==> src/rtl/instr_dcd_burst.sv <==
// instr_dcd_burst: SPI command/data byte decoder driving register-bus read/write strobes with optional address auto-increment.
module instr_dcd_burst #(
    parameter int DATA_BYTES = 2,
    parameter int ADDR_W = 6
) (
    input  logic                    clk,
    input  logic                    rst_n,
    input  logic                    frame_rst,
    input  logic                    byte_sync,
    input  logic [7:0]              data_in,
    output logic [7:0]              data_out,
    output logic                    read,
    output logic                    write,
    output logic [ADDR_W-1:0]       addr,
    input  logic [8*DATA_BYTES-1:0] data_read,
    output logic [8*DATA_BYTES-1:0] data_write
);
    localparam int DW = 8*DATA_BYTES;
    typedef enum logic [1:0] {CMD, WDATA, RDATA} state_t;
    state_t state, state_nxt;
    logic [1:0] cnt;
    logic burst, rd_pend, read_nxt, write_nxt, last;
    logic [DW-1:0] wbuf, rbuf, wnext;
    assign last = cnt == 2'(DATA_BYTES-1);
    assign wnext = (wbuf << 8) | DW'(data_in);
    assign data_out = rbuf[DW-1:DW-8];
    always_comb begin
        state_nxt = state;
        read_nxt = frame_rst ? 1'b0 : rd_pend;
        write_nxt = 1'b0;
        if (!frame_rst && byte_sync) begin
            case (state)
                CMD: begin
                    state_nxt = data_in[7] ? WDATA : RDATA;
                    read_nxt = !data_in[7];
                end
                WDATA: begin
                    write_nxt = last;
                    state_nxt = (last && !burst) ? CMD : WDATA;
                end
                RDATA: state_nxt = (last && !burst) ? CMD : RDATA;
                default: state_nxt = CMD;
            endcase
        end else if (frame_rst) begin
            state_nxt = CMD;
        end
    end
    always_ff @(posedge clk or negedge rst_n) begin
        if (!rst_n) begin
            state <= CMD;
            read <= 1'b0;
            write <= 1'b0;
            rd_pend <= 1'b0;
            burst <= 1'b0;
            cnt <= '0;
            addr <= '0;
            wbuf <= '0;
            rbuf <= '0;
            data_write <= '0;
        end else begin
            state <= state_nxt;
            read <= read_nxt;
            write <= write_nxt;
            rd_pend <= 1'b0;
            if (frame_rst) begin
                cnt <= '0;
                rbuf <= '0;
            end else begin
                if (write && burst) addr <= addr + 1'b1;
                if (read) rbuf <= data_read;
                if (byte_sync) begin
                    case (state)
                        CMD: begin
                            burst <= data_in[6];
                            addr <= data_in[ADDR_W-1:0];
                            cnt <= '0;
                        end
                        WDATA: begin
                            wbuf <= wnext;
                            cnt <= last ? 2'd0 : cnt + 2'd1;
                            if (last) data_write <= wnext;
                        end
                        RDATA: begin
                            cnt <= last ? 2'd0 : cnt + 2'd1;
                            rbuf <= (last && !burst) ? '0 : rbuf << 8;
                            if (last && burst) begin
                                addr <= addr + 1'b1;
                                rd_pend <= 1'b1;
                            end
                        end
                        default: ;
                    endcase
                end
            end
        end
    end
endmodule
==> config.mk <==
export PLATFORM = sky130hd
export DESIGN_NAME = instr_dcd_burst
export DESIGN_NICKNAME = d
export VERILOG_FILES = /design/src/rtl/instr_dcd_burst.sv
export SDC_FILE = /design/constraint.sdc
export NUM_CORES = 1
export LEC_CHECK = 0
export CORE_MARGIN = 3
export CORE_UTILIZATION = 45
export CTS_CLUSTER_SIZE = 24
export DETAILED_ROUTE_END_ITERATION = 6
export PLACE_DENSITY_LB_ADDON = 0.05
export SYNTH_ARGS = -nofsm -noshare
export SYNTH_HDL_FRONTEND = slang
export SYNTH_SLANG_ARGS = --single-unit
==> constraint.sdc <==
create_clock -name clk -period 1.7 [get_ports clk]
set_input_delay 0.34 -clock clk [delete_from_list [all_inputs] [get_ports clk]]
set_output_delay 0.34 -clock clk [all_outputs]
set_load 0.03 [all_outputs]
==> qor.yml <==
routing:
  postRouteAntennaNets: 0
  num_vias: 1921
  initialDrtViolationCount: 64
  wire_per_inst_um: 15.5
  drc_errors: 0
  dr.pass1.iters: 4
  via_per_inst: 5.22
  routed_wl_um: 5700
critical_path:
  r2r_setup_slack_ns: 0.04
  crit_path_max_incr_delay_ns: 0.40
  critPathLaunchType: "flop"
  worstPathRequired_ns: 1.90
  worstSetupPathType: "flop to flop"
  reg2reg_from: "state[1]"
  cp.arrival_ns: 1.86
  path_buf_inv: 3
  cp-end-kind: "flop"
  cp_top_family: "flip-flops"
  slowest_stage: "dfrtp_1"
  crit_path_max_fanout: 4
  reg2reg_to: "data_write[10]"
  path_cells: "inv_2 > ha_4 > nand3b_1 > nor3b_4 > buf_6 > clkbuf_16 > mux2_4"
  crit_start: "state[1]"
  reg2regPathDepth: 7
synthesis:
  ys_types: 36
  syn_avg_cell_area_um2: 11.7
  yosys_warnings: 0
  synthesis.nets: 253
  synth_flop_cell: "dfrtp_1"
  synth_edf_count: 0
  synth_seq_cells: 54
  synthTopCellsByCount: "dfrtp_1 (54), nor2_1 (31), mux2_2 (25), a22oi_1 (11), mux2i_1 (11)"
  syn_inst: 220
  ys_seq_area_frac: 0.526
  synth_top_area_frac: 0.526
  synth_largest_area_cell: "dfrtp_1"
  syn-cell-area_um2: 2570
  ys_async_sr_fraction: 1.00
  synthTopCellsByArea: "dfrtp_1 (53%), mux2_2 (11%), nor2_1 (4.5%), mux2i_1 (4.3%), mux2_1 (3.9%)"
  yosysMostFrequentCell: "dfrtp_1"
timing:
  worstMarginPinSlew_ns: 0.459
  tns_ns: 0
  skew_ns: 0.00710
  layout_min_cycle_time_ns: 1.66
  rsz0062_at_grt: "true"
  whs_ns: 0.0179
  slew_headroom: 0.693
  fmaxAchievable_mhz: 601
  fin_ws_ns: 0.0351
  fin_crit_sh: 0.979
  hold_viol_final: 0
  setup_viol_count_final: 0
  drv_slew: 0
run:
  max_cap_violations: 0
floorplanning:
  fp.dieH_um: 81.5
  fp-row-count: 26
  die_w_um: 81.5
  io_pins: 60
  core_um2: 5300
  dieArea_um2: 6650
  start_util: 0.484
power_and_ir_drop:
  ir_worst_vdd_v: 0.000629
  p_leak_nw: 1.98
  power.total_mw: 3.10
  p_per_area_nw_per_um2: 855
finish:
  finish.utilization: 0.684
  nets: 330
  n_fill_cell: 410
  num_antenna_cells: 0
  areaGrowthSynthToFinish_pct: 41.3
  drive_gt1_frac: 0.275
clock_tree:
  cts_tree: "yes"
  cts_num_sinks: 54
  clockRootBuffer: "clkbuf_8"
  cts_hold_buf: 0
  clk_pin_slew_ns: 0.10
  cts_max_level: 2
  worstSkewPairLatency_ns: 0.31
  numCtsBuffers: 5
  cts-root-to-sink-buffers: 2
placement:
  port_buffers: 59
  dp_slack_ns: -0.250
  dpl.hpwl_um: 3910
  gp_routability_congestion: 0.829
grt:
  busiest_layer: "met2"
  grt_max_degree: 32
  grt_use_met3: 0.0406
  grt_pass1_vias: 1938
  grt_overflow: 0
  grtUsageMet1: 0.256
  antenna_found_initial: 0
  grt_pass1_wl_um: 9430
  grtUsageMet2: 0.303
  globalRouteTotalUtil: 0.187
min_path:
  min_path_type: "primary input to async pin"
run_status:
  status: "finished, final reports clean"
[logic make-up after synthesis]
| kind of cell | synth area share |
|---|---|
| DFF | 0.526 |
| and+or+nand+nor | 0.103 |
| muxes | 0.192 |
| AOI/OAI and AO/OA | 0.0955 |
| buffers and inverters | 0.0551 |
| adders and majority gates | 0.0244 |
| xor gates and xnor gates | 0.00341 |
[final cells by class]
type | count | area, um2 | share of cell area
inverters | 7 | 26.3 | 0.00724
multi-input cells | 140 | 1160 | 0.321
clock inverters | 2 | 16.3 | 0.00448
clock buffers | 6 | 82.6 | 0.0228
repair buffers | 89 | 898 | 0.248
flip-flops and latches | 54 | 1350 | 0.373
well taps | 70 | 87.6 | 0.0241
[cell usage in the layout (no fill, tap or decap), types with 2 or more instances in the layout]
cell / netlist / routed
inv_2: 0 / 2
nand2b_1: 2 / 2
nor3b_1: 2 / 2
nand2_1: 6 / 5
ha_4: 0 / 2
o21ai_0: 9 / 6
dfrtp_1: 54 / 53
mux2_2: 25 / 18
a22oi_1: 11 / 11
o211ai_1: 2 / 2
o221ai_1: 3 / 3
buf_4: 9 / 26
dlymetal6s2s_1: 0 / 19
inv_1: 7 / 5
o21ai_1: 0 / 3
clkdlybuf4s50_1: 0 / 26
mux2_4: 0 / 16
and3_1: 2 / 2
clkbuf_8: 0 / 6
nor2_1: 31 / 30
dlygate4sd2_1: 0 / 12
buf_6: 1 / 2
nor2b_1: 2 / 2
a2bb2oi_1: 2 / 2
a21oi_1: 4 / 4
a32oi_1: 2 / 2
mux2i_1: 11 / 11
ha_1: 5 / 3
[worst max path at each step]
stage | to | depth (start not counted) | slack [ns]
finish | data_write[10] | 7 | 0.04
global route | addr[3] | 7 | -0.03
CTS | data_write[5] | 7 | -0.02
detailed placement | rbuf[10] | 6 | -0.25
global placement | rbuf[10] | 6 | -0.20
floorplan | data_write[10] | 7 | -0.1
[what timing repair did]
action | CTS | global route
pin swaps | 1 | 0
gates cloned | 1 | 1
buffers inserted | 4 | 3
gates resized for setup | 15 | 35
endpoints found under the setup margin | 27 | 49
[per-stage QoR]
step	cell area, um2	instances
global route	3630	368
global placement	3340	351
finish	3630	368
CTS	3500	364
floorplan	2620	220
detailed placement	3340	351
[sequential cells by signal (all words and copies together) (netlist names)]
signal and flops:
state 2, rd_pend 1, wbuf 8, write 1
cnt 2, rbuf 16, read 1, addr 6
data_write 16, burst 1
[worst reg2reg max path, stage by stage (launching register included)]
cell and delay, ns:
dfrtp_1 0.40, inv_2 0.08, ha_4 0.12, nand3b_1 0.13
nor3b_4 0.24, buf_6 0.15, clkbuf_16 0.14, mux2_4 0.29
[routing by layer]
metal | vias to the layer above | routed length, um | part of all wire
li1 | 931 | - | -
met2 | 57 | 2680 | 0.47
met4 | 0 | 52 | 0.0091
met5 | - | 0 | 0
met3 | 6 | 324 | 0.057
met1 | 927 | 2640 | 0.46
[where the power goes]
part	total [mW]	internal [mW]	switching, mW
registers	1.56	1.44	0.124
logic	0.779	0.388	0.391
clock network	0.761	0.336	0.425
(Power assumes the default switching activity.)
